<file path="src/rtl/cpu_defs.sv">
// Shared definitions for the multicycle 16-bit processor:
// opcodes, PC source encodings and instruction field positions.
package cpu_defs;

   localparam int CPU_WIDTH = 16;
   localparam int CPU_OPW   = 6;

   typedef enum logic [5:0] {
      C_TYPE  = 6'd0,
      BIEQ    = 6'd1,
      BNEQ    = 6'd2,
      J       = 6'd3,
      JAL     = 6'd4,
      JR      = 6'd5,
      LUI     = 6'd6,
      LLI     = 6'd7,
      LTR     = 6'd8,
      CTR     = 6'd9,
      LW      = 6'd10,
      SW      = 6'd11,
      SYSCALL = 6'd12,
      OP_IDLE = 6'h3F
   } opcode_e;

   typedef enum logic [1:0] {
      PCSRC_ALU  = 2'd0,
      PCSRC_JUMP = 2'd1,
      PCSRC_REG  = 2'd2,
      PCSRC_EXC  = 2'd3
   } pcsrc_e;

   localparam int OP_MSB  = 15;
   localparam int OP_LSB  = 10;
   localparam int SEL_MSB = 9;
   localparam int SEL_LSB = 8;
   localparam int IMM_MSB = 7;
   localparam int FN_MSB  = 3;
   localparam int JT_MSB  = 9;

endpackage

</file>
<file path="src/rtl/fetch_pc_unit_if.sv">
// Control and memory bundle between control_unit, memory and the
// fetch/PC stage.
interface fetch_pc_unit_if #(
   parameter int WIDTH = 16,
   parameter int OPW   = 6
);
   logic             IRWrite;
   logic             PCWrite;
   logic             isBranch;
   logic [1:0]       PCSrc;
   logic [WIDTH-1:0] alu_result;
   logic             alu_zero;
   logic [WIDTH-1:0] reg_data;
   logic [WIDTH-1:0] mem_rdata;
   logic             mem_ready;
   logic [WIDTH-1:0] pc;
   logic [WIDTH-1:0] old_pc;
   logic [OPW-1:0]   Opcode;
   logic [1:0]       reg_sel;
   logic [7:0]       imm8;
   logic [3:0]       funct;
   logic [WIDTH-1:0] mdr;
   logic             fetch_stall;
   logic [WIDTH-1:0] retired;

   modport master (
      output IRWrite, PCWrite, isBranch, PCSrc,
      output alu_result, alu_zero, reg_data,
      output mem_rdata, mem_ready,
      input  pc, old_pc, Opcode, reg_sel, imm8, funct,
      input  mdr, fetch_stall, retired
   );

   modport slave (
      input  IRWrite, PCWrite, isBranch, PCSrc,
      input  alu_result, alu_zero, reg_data,
      input  mem_rdata, mem_ready,
      output pc, old_pc, Opcode, reg_sel, imm8, funct,
      output mdr, fetch_stall, retired
   );
endinterface

</file>
<file path="src/rtl/next_pc_mux.sv">
// Next-PC source selection and conditional branch resolution.
// Purely combinational.
module next_pc_mux
   import cpu_defs::*;
#(
   parameter int               WIDTH      = 16,
   parameter logic [WIDTH-1:0] EXC_VECTOR = 16'h0004
) (
   input  logic [WIDTH-12:0] pc_hi,
   input  logic [JT_MSB:0]   jidx,
   input  logic [5:0]        opcode,
   input  pcsrc_e            pcsrc,
   input  logic              is_branch,
   input  logic [WIDTH-1:0]  alu_result,
   input  logic              alu_zero,
   input  logic [WIDTH-1:0]  reg_data,
   output logic [WIDTH-1:0]  next_pc,
   output logic              taken
);

   // Branch condition: BIEQ on zero, BNEQ on non-zero, else never.
   always_comb begin
      taken = 1'b0;
      if (is_branch) begin
         if (opcode == BIEQ)
            taken = alu_zero;
         else if (opcode == BNEQ)
            taken = ~alu_zero;
      end
   end

   // PC source mux; jump target keeps the PC page and is always even.
   always_comb begin
      next_pc = alu_result;
      unique case (pcsrc)
         PCSRC_ALU:  next_pc = alu_result;
         PCSRC_JUMP: next_pc = {pc_hi, jidx, 1'b0};
         PCSRC_REG:  next_pc = reg_data;
         PCSRC_EXC:  next_pc = EXC_VECTOR;
      endcase
   end

endmodule

</file>
<file path="src/rtl/fetch_pc_unit.sv">
// Fetch stage: PC, IR, MDR, fetch-PC latch and retired counter,
// with IR field decode and memory-wait stall qualifier.
module fetch_pc_unit
   import cpu_defs::*;
#(
   parameter int               WIDTH      = 16,
   parameter int               OPW        = 6,
   parameter logic [WIDTH-1:0] RESET_PC   = 16'h0000,
   parameter logic [WIDTH-1:0] EXC_VECTOR = 16'h0004
) (
   input  logic           CLK,
   input  logic           Reset,
   fetch_pc_unit_if.slave bus
);

   logic [WIDTH-1:0] pc_q;
   logic [WIDTH-1:0] old_pc_q;
   logic [WIDTH-1:0] ir_q;
   logic [WIDTH-1:0] mdr_q;
   logic [WIDTH-1:0] retired_q;
   logic [WIDTH-1:0] next_pc;
   logic             taken;
   logic             stall;
   logic             capture;
   logic             pc_we;

   assign stall   = bus.IRWrite & ~bus.mem_ready;
   assign capture = bus.IRWrite & bus.mem_ready;
   assign pc_we   = ~stall & (bus.PCWrite | taken);

   next_pc_mux #(
      .WIDTH      (WIDTH),
      .EXC_VECTOR (EXC_VECTOR)
   ) u_mux (
      .pc_hi      (pc_q[WIDTH-1:11]),
      .jidx       (ir_q[JT_MSB:0]),
      .opcode     (ir_q[OP_MSB:OP_LSB]),
      .pcsrc      (pcsrc_e'(bus.PCSrc)),
      .is_branch  (bus.isBranch),
      .alu_result (bus.alu_result),
      .alu_zero   (bus.alu_zero),
      .reg_data   (bus.reg_data),
      .next_pc    (next_pc),
      .taken      (taken)
   );

   // PC register: written on jump/branch/increment unless fetch is stalled.
   always_ff @(posedge CLK) begin
      if (Reset)
         pc_q <= RESET_PC;
      else if (pc_we)
         pc_q <= next_pc;
   end

   // Instruction capture: IR, fetch-PC latch and retired count move together.
   always_ff @(posedge CLK) begin
      if (Reset) begin
         ir_q      <= '1;
         old_pc_q  <= RESET_PC;
         retired_q <= '0;
      end else if (capture) begin
         ir_q      <= bus.mem_rdata;
         old_pc_q  <= pc_q;
         retired_q <= retired_q + 1'b1;
      end
   end

   // MDR latches every valid memory beat, fetch or data.
   always_ff @(posedge CLK) begin
      if (Reset)
         mdr_q <= '0;
      else if (bus.mem_ready)
         mdr_q <= bus.mem_rdata;
   end

   assign bus.pc          = pc_q;
   assign bus.old_pc      = old_pc_q;
   assign bus.Opcode      = ir_q[WIDTH-1 -: OPW];
   assign bus.reg_sel     = ir_q[SEL_MSB:SEL_LSB];
   assign bus.imm8        = ir_q[IMM_MSB:0];
   assign bus.funct       = ir_q[FN_MSB:0];
   assign bus.mdr         = mdr_q;
   assign bus.fetch_stall = stall;
   assign bus.retired     = retired_q;

endmodule

</file>
<file path="src/flat_wrapper.sv">
// flat-port wrapper written by rule: the top's interface ports become plain ports
module fetch_pc_unit_flat import cpu_defs::*;
#(
   parameter int               WIDTH      = 16,
   parameter int               OPW        = 6,
   parameter logic [WIDTH-1:0] RESET_PC   = 16'h0000,
   parameter logic [WIDTH-1:0] EXC_VECTOR = 16'h0004
)
  (CLK, Reset, bus_IRWrite, bus_PCWrite, bus_isBranch, bus_PCSrc, bus_alu_result, bus_alu_zero, bus_reg_data, bus_mem_rdata, bus_mem_ready, bus_pc, bus_old_pc, bus_Opcode, bus_reg_sel, bus_imm8, bus_funct, bus_mdr, bus_fetch_stall, bus_retired);
  fetch_pc_unit_if #(.WIDTH(WIDTH), .OPW(OPW)) bus_i ();
  input  logic CLK;
  input  logic Reset;
  input wire logic [$bits(bus_i.IRWrite)-1:0] bus_IRWrite;
  input wire logic [$bits(bus_i.PCWrite)-1:0] bus_PCWrite;
  input wire logic [$bits(bus_i.isBranch)-1:0] bus_isBranch;
  input wire logic [$bits(bus_i.PCSrc)-1:0] bus_PCSrc;
  input wire logic [$bits(bus_i.alu_result)-1:0] bus_alu_result;
  input wire logic [$bits(bus_i.alu_zero)-1:0] bus_alu_zero;
  input wire logic [$bits(bus_i.reg_data)-1:0] bus_reg_data;
  input wire logic [$bits(bus_i.mem_rdata)-1:0] bus_mem_rdata;
  input wire logic [$bits(bus_i.mem_ready)-1:0] bus_mem_ready;
  output wire logic [$bits(bus_i.pc)-1:0] bus_pc;
  output wire logic [$bits(bus_i.old_pc)-1:0] bus_old_pc;
  output wire logic [$bits(bus_i.Opcode)-1:0] bus_Opcode;
  output wire logic [$bits(bus_i.reg_sel)-1:0] bus_reg_sel;
  output wire logic [$bits(bus_i.imm8)-1:0] bus_imm8;
  output wire logic [$bits(bus_i.funct)-1:0] bus_funct;
  output wire logic [$bits(bus_i.mdr)-1:0] bus_mdr;
  output wire logic [$bits(bus_i.fetch_stall)-1:0] bus_fetch_stall;
  output wire logic [$bits(bus_i.retired)-1:0] bus_retired;
  assign bus_i.IRWrite = bus_IRWrite;
  assign bus_i.PCWrite = bus_PCWrite;
  assign bus_i.isBranch = bus_isBranch;
  assign bus_i.PCSrc = bus_PCSrc;
  assign bus_i.alu_result = bus_alu_result;
  assign bus_i.alu_zero = bus_alu_zero;
  assign bus_i.reg_data = bus_reg_data;
  assign bus_i.mem_rdata = bus_mem_rdata;
  assign bus_i.mem_ready = bus_mem_ready;
  assign bus_pc = bus_i.pc;
  assign bus_old_pc = bus_i.old_pc;
  assign bus_Opcode = bus_i.Opcode;
  assign bus_reg_sel = bus_i.reg_sel;
  assign bus_imm8 = bus_i.imm8;
  assign bus_funct = bus_i.funct;
  assign bus_mdr = bus_i.mdr;
  assign bus_fetch_stall = bus_i.fetch_stall;
  assign bus_retired = bus_i.retired;
  fetch_pc_unit #(.WIDTH(WIDTH), .OPW(OPW), .RESET_PC(RESET_PC), .EXC_VECTOR(EXC_VECTOR)) u_core (.CLK(CLK), .Reset(Reset), .bus(bus_i));
endmodule
</file>
<file path="config.mk">
export PLATFORM = sky130hd
export DESIGN_NAME = fetch_pc_unit_flat
export DESIGN_NICKNAME = d
export VERILOG_FILES = /design/src/rtl/cpu_defs.sv /design/src/rtl/fetch_pc_unit_if.sv /design/src/rtl/next_pc_mux.sv /design/src/rtl/fetch_pc_unit.sv /design/src/flat_wrapper.sv
export SDC_FILE = /design/constraint.sdc
export NUM_CORES = 1
export LEC_CHECK = 0
export ABC_AREA = 1
export BUFFER_PORTS_ARGS = -buffer_cell sky130_fd_sc_hd__buf_2
export CORE_ASPECT_RATIO = 0.5
export CORE_MARGIN = 2
export CORE_UTILIZATION = 48
export DETAILED_ROUTE_END_ITERATION = 16
export PLACE_DENSITY = 0.8
export SLEW_MARGIN = 20
export SYNTH_ARGS = -nofsm -noshare
export SYNTH_HDL_FRONTEND = slang
export SYNTH_HIERARCHICAL = 1
export SYNTH_SLANG_ARGS = --single-unit
</file>
<file path="constraint.sdc">
create_clock -name CLK -period 1.7 [get_ports CLK]
set_input_delay 0.34 -clock CLK [delete_from_list [all_inputs] [get_ports CLK]]
set_output_delay 0.34 -clock CLK [all_outputs]
set_load 0.05 [all_outputs]
</file>
==> results of run 1 <==
-- worst register-to-register path, cell delays in order (launching register included) --
cell	delay [ns]
dfxtp_1	0.38
inv_1	0.06
nand3_1	0.08
nand2_1	0.06
nand2_1	0.07
inv_1	0.05
o21ai_2	0.26
buf_4	0.22
o21ai_0	0.12
nor2_1	0.13
-- cell usage after synthesis, types with 2 or more instances --
master	n
nand2_1	87
nor2_1	85
dfxtp_1	80
o21ai_0	51
inv_1	33
a21oi_1	23
nand3_1	22
o211ai_1	16
clkbuf_1	11
buf_4	10
buf_2	5
nor2_2	5
inv_2	4
o21ai_1	4
nor2_4	3
xor2_1	3
nand2_2	2
nand3_2	2
nor3_1	2
-- registers in the layout, indices dropped and copies added (netlist names) --
signal	count
u_core/bus.retired	16
u_core/ir_q	16
u_core/bus.old_pc	16
u_core/bus.mdr	16
u_core/bus.pc	16
-- area by class of cell --
class	count	area share (%)
repair buffers	145	16.95
clock inverters	3	1.531
clock buffers	12	5.359
flip-flops and latches	80	36.29
inverters	38	3.232
multi-input cells	315	34.02
well taps	92	2.608
-- routing by layer --
| metal | vias to the layer above | share of wire [%] |
|---|---|---|
| met2 | 93 | 49 |
| met1 | 1551 | 45 |
| met5 | - | 0 |
| met4 | 0 | 0.74 |
| met3 | 6 | 5.7 |
| li1 | 1732 | - |
-- per-stage QoR --
stage,power [µW],cell area [µm²]
after floorplan,2776,3391
after global placement,3003,4109
after detailed placement,3015,4109
after CTS,5004,4413
after global routing,5177,4413
final,4955,4413
-- worst max path at each step --
stage / startpoint / end / cells after the start
2_1_floorplan: u_core/ir_q[10] / u_core/bus.pc[12] / 10
3_3_place_gp: bus_mem_ready / u_core/bus.old_pc[9] / 5
3_5_place_dp: bus_mem_ready / u_core/bus.old_pc[2] / 5
4_1_cts: u_core/ir_q[10] / u_core/bus.pc[6] / 9
5_1_grt: u_core/ir_q[10] / u_core/bus.pc[6] / 9
6_report: u_core/ir_q[10] / u_core/bus.pc[6] / 9
-- layout by cell type (no fill, tap or decap), drive strengths merged, types with 2 or more instances in the layout --
cell type,netlist,layout
nand3,24,24
buf,16,145
clkbuf,11,12
inv,37,37
o211ai,16,16
bufinv,0,2
o21ai,56,56
dfxtp,80,80
nor3,2,2
nand2,90,90
a21oi,23,23
xor2,3,3
nor2,94,94
-- logic make-up (layout without fill, tap and decap cells) --
family,Yosys count,in the layout,synth area share (%)
compound gates,98,98,15.94
xor+xnor,3,3,0.7750
fa+ha+maj,1,1,0.3689
buf+inv,65,198,8.487
flops,80,80,47.23
simple gates,213,213,27.20
-- power breakdown --
group	switching [µW]	internal [µW]
Clock	700	1280
Sequential	76.0	1990
Combinational	680	234
Total	1460	3500
==> metrics.txt, run 1 <==
run status=complete, no violations; RSZ-0062 raised after global routing=no; Fmax=0.6656 GHz; setup TNS=0 ns; multi-input combinational cell area=1501 µm²; final hold viol count=0; Setup Viol. Count Final=0; register area share after synthesis=47.23%; hold endpoint=u_core/bus.mdr[14]; PD cells=1123 nW/µm²; CTS Buffer Depth=2; M3 GR Usage=approximately 6.5%; number of enable flip-flop cells after synthesis=0; cell area after synthesis=between 3000 and 4000 µm²; non-filler cells, final=685; PortBufs=141; hold buffer count at CTS=0; Overflow after GRT=0; first-pass GRT wire length=14250 µm; Die X=122.9 µm; Worst Path Required=1.96 ns; DRT Pass-1 Iters=4; Final #Nets=~650; n_diodes=0; total number of vias=roughly 3400; Starting Density=50.21%; FF-to-FF setup slack=0.20 ns; headroom to the max-slew limit=approximately 58%; post-CTS sizing=0; Inst Count DP=670; slowest stage delay, CP=0.38 ns; CTS tree=yes; Synth Register Bits=80; utilization after layout=65.35%; Syn-to-layout area delta=30.15%; Final Slew Violations=0; hold_ws=0.2706 ns; Critical Path Fanout Max=11; Ys Warns=6; post-CTS setup buffer count=0; Vias per Instance=4.937; register area=1602 µm²; Pleak=between 0.002 and 0.0025 µW; Synth top area share=47.23%; M2 GR Usage=between 30% and 40%; Buffers & Inverters on Critical Path=3; layer with the highest usage=met2; Wirelength per Cell=12.40 µm; worst min path class=in -> reg; Core Area=6753 µm²; leading area contributor after synthesis=dfxtp_1; peak supply drop=0.6729 mV; cts bufs inserted=9; Post-Synthesis Cells=460; critical hold path startpoint=bus_mem_rdata[14]; synth top area cells=dfxtp_1, nand2_1, nor2_1; CTS sink cnt=80; vias in the first global route=3162; R2R depth=9; routability cong.=between 0.8 and 0.9; Worst path slowest cell=dfxtp_1; CTS root buf=clkbuf_16; Worst Slack Setup Final=0.1977 ns; # rows=21; Reg2Reg Launch Point=u_core/ir_q[10]; reg-to-reg critical path endpoint=u_core/bus.pc[6]; post-layout min period=about 1.5 ns; share of layout cells above drive strength 1=29.85%; CP Data Arrival Time=approximately 1.8 ns; largest net degree at the start of global routing=just under 70; die height=63.43 µm; Die Area=7793 µm²; Cell Chain, Critical Path=inv_1, nand3_1, nand2_1, nand2_1, inv_1, o21ai_2, buf_4, o21ai_0, nor2_1; Crit Path Class=reg -> reg; maxcap violations=0; Starting DRT DRC Count=184; clock slew at reported path FFs=0.06 ns; WL final=approximately 8500 µm; Critical Path End Type=register; period utilisation layout=88.37%; Worst Clk Skew=0.006715 ns; fillers=616; detailed-route DRC error count=0; initial antenna violation count=0; GRT met1 Usage=27.65%; num ports=142; Cells on Worst Hold Path=3; CP startpoint kind=register; ys flop type=dfxtp_1; pre-CTS setup slack=0.2198 ns; htree depth=3; worst-skew pair later-pin latency=0.32 ns; Post-synth ARST share=0%; total track usage=22.92%; syn_nets=518; DP HPWL=6041 µm; syn avg cell area=7.371 µm²; Cell variety after synth=31; Post-DRT Antenna Nets=0; worst-margin pin slew=0.6275 ns; CP top delay family=flip-flops
(Power assumes the default switching activity.)
==> run 2, diff against run 1 <==
- SYNTH_HIERARCHICAL: 1 -> not set
==> metrics.txt, run 2 <==
headroom to the max-slew limit=75.35% (+17 points); PortBufs=141 (unchanged); vias in the first global route=3196 (+1.1%); Overflow after GRT=0 (unchanged); routability cong.=0.8848 (+5.0%); synth top area cells=dfxtp_1, nand2_1, nor2_1; Core Area=6805 µm² (+0.78%); critical hold path startpoint=bus_mem_rdata[1]; initial antenna violation count=0 (unchanged); leading area contributor after synthesis=dfxtp_1; Cell Chain, Critical Path=nor2_1, nand2_1, nor2_1, nand2_1, nand2_2, nand2_1, nand2_1, a21oi_1; Pleak=0.002287 µW (+3.8%); Final #Nets=670 (+3.6%); run status=complete, no violations; hold_ws=0.2231 ns (-0.04752 ns); utilization after layout=66.23% (+0.87 points); setup TNS=0 ns (unchanged); post-layout min period=1.440 ns (-0.06270 ns); most common cell in the synthesized netlist=nand2_1; clock slew at reported path FFs=0.06 ns (about the same); Synth Register Bits=80 (unchanged); slowest stage delay, CP=0.32 ns (-0.06 ns); Setup Viol. Count Final=0 (unchanged); Buffers & Inverters on Critical Path=0 (-3); Syn-to-layout area delta=30.93%; die height=63.88 µm (+0.71%); post-CTS sizing=0 (unchanged); Worst path most repeated cell=nand2_1; syn_nets=535 (+3.3%); Starting DRT DRC Count=156 (-15%); Post-DP Area=4219 µm² (+2.7%); period utilisation layout=84.68% (-3.7 points); Synth top area share=46.53% (-0.70 points); cts bufs inserted=9 (unchanged); syn avg cell area=7.216 µm² (-2.1%); Cell variety after synth=29 (-6.5%); Reg2Reg Launch Point=u_core.ir_q[13]; Post-Synthesis Cells=477 (+3.7%); final hold viol count=0 (unchanged); cell area after synthesis=3442 µm² (+1.5%); CTS sink cnt=80 (unchanged); maxcap violations=0 (unchanged); CTS tree=yes; Layout Cell Area excl Fill=4507 µm² (+2.1%); Critical Path Fanout Max=12 (+1); first-pass GRT wire length=14410 µm (+1.1%); CP startpoint kind=register; Starting Density=50.58% (+0.37 points); htree depth=3 (unchanged); commonest non-fill, non-tap cell in the layout=buf_2; Die X=123.8 µm (+0.73%); worst-margin pin slew=0.3688 ns (-0.2587 ns); Worst Clk Skew=0.007693 ns (+0.0009776 ns); Post-synth ARST share=0% (unchanged); most frequent cells in the layout=buf_2, nand2_1, dfxtp_1; CP Data Arrival Time=1.66 ns (-0.10 ns); Post-DRT Antenna Nets=0 (unchanged); worst min path class=in -> reg; Crit Path Class=reg -> reg; most frequent cells after synthesis=nand2_1, dfxtp_1, nor2_1; total track usage=23.28% (+0.36 points); total number of vias=3488 (+3.1%); detailed-route DRC error count=0 (unchanged); Die Area=7905 µm² (+1.4%); # rows=21 (unchanged); ys flop type=dfxtp_1; Final Slew Violations=0 (unchanged); share of layout cells above drive strength 1=29.06% (-0.79 points); number of enable flip-flop cells after synthesis=0 (unchanged); Fmax=0.6946 GHz (+4.4%); Worst Path Required=1.92 ns (-0.04 ns); WL final=8826 µm (+3.9%); CP top delay family=simple AND/OR/NAND/NOR gates; CTS root buf=clkbuf_16; worst-skew pair later-pin latency=0.33 ns (about the same); hold buffer count at CTS=0 (unchanged); register area share after synthesis=46.53% (-0.70 points); Wirelength per Cell=12.47 µm (+0.50%); Inst Count DP=693 (+3.4%); Ys Warns=0 (-6); Critical Path End Type=register; Vias per Instance=4.927 (-0.22%); RSZ-0062 raised after global routing=no; Worst path slowest cell=dfxtp_1; peak supply drop=0.7553 mV (+12%); DP HPWL=6329 µm (+4.8%); CP Launch Point=u_core.ir_q[13]; n_diodes=0 (unchanged); DRT Pass-1 Iters=4 (unchanged); non-filler cells, final=708 (+3.4%); post-CTS setup buffer count=0 (unchanged); CTS Buffer Depth=2 (unchanged); largest net degree at the start of global routing=48 (-29%); PD cells=1075 nW/µm² (-4.3%); fillers=630 (+2.3%); num ports=142 (unchanged)
==> run 2: cell count changes after synthesis, moves of 7 or more <==
cell | before | now
a21oi_1 | 23 | 35
inv_1 | 33 | 55
nand2_1 | 87 | 104
nand3_1 | 22 | 29
nand4_1 | 1 | 9
nor2_1 | 85 | 58
o21ai_0 | 51 | 39
==> run 2: tightest hold or removal path: stages <==
cell and delay, ns:
buf_2 0.09, nand2_1 0.05, nand3_1 0.05
==> run 2: path summary, 6_finish.rpt <==
kind	slack, ns	cells past startpoint	endpoint
worst max-delay path	0.26	8	u_core.bus.pc[10]
worst min register to register	0.47	2	u_core.bus.old_pc[12]
worst max register to register	0.26	8	u_core.bus.pc[10]
worst min-delay path	0.22	3	u_core.ir_q[1]
==> run 2: power by group <==
group	leakage [µW]	total (µW)	internal [µW]	switching [µW]
logic	0.00148	914	243	671
clock network	0.000145	1880	1160	722
registers	0.000658	2050	1980	65.4
total	0.00229	4840	3380	1460
==> run 2: cell type report <==
type / instances / area [µm²] / share of cell area, %
clock buffers: 11 / 242.7 / 5.386
repair buffers: 151 / 805.8 / 17.88
clock inverters: 4 / 45.04 / 0.9994
inverters: 59 / 221.5 / 4.914
multi-input cells: 311 / 1474 / 32.70
well taps: 92 / 115.1 / 2.554
flip-flops and latches: 80 / 1603 / 35.56
==> run 2: routing by layer <==
| layer | GRT usage [%] | vias up | share of wire, % |
|---|---|---|---|
| met3 | 7.589 | 15 | 6.3 |
| met4 | 8.807 | 0 | 2.1 |
| met5 | 0 | - | 0 |
| met2 | 40.59 | 96 | 48 |
| li1 | - | 1798 | - |
| met1 | 26.53 | 1579 | 43 |
==> run 2: cells by family (layout without fill, tap and decap cells) <==
family / Yosys count / after routing / synth area share [%]
compound gates: 93 / 93 / 15.16
fa+ha+maj: 1 / 1 / 0.3634
flops: 80 / 80 / 46.53
xor+xnor: 3 / 3 / 0.7635
simple gates: 214 / 214 / 26.54
buf+inv: 86 / 225 / 10.65
==> run 2: through the flow <==
stage	setup WS, ns	total power [µW]
6_report	0.2604	4843
2_1_floorplan	0.006269	2748
3_5_place_dp	0.2392	2997
3_3_place_gp	0.2827	2987
4_1_cts	0.2642	4882
5_1_grt	0.06493	5043
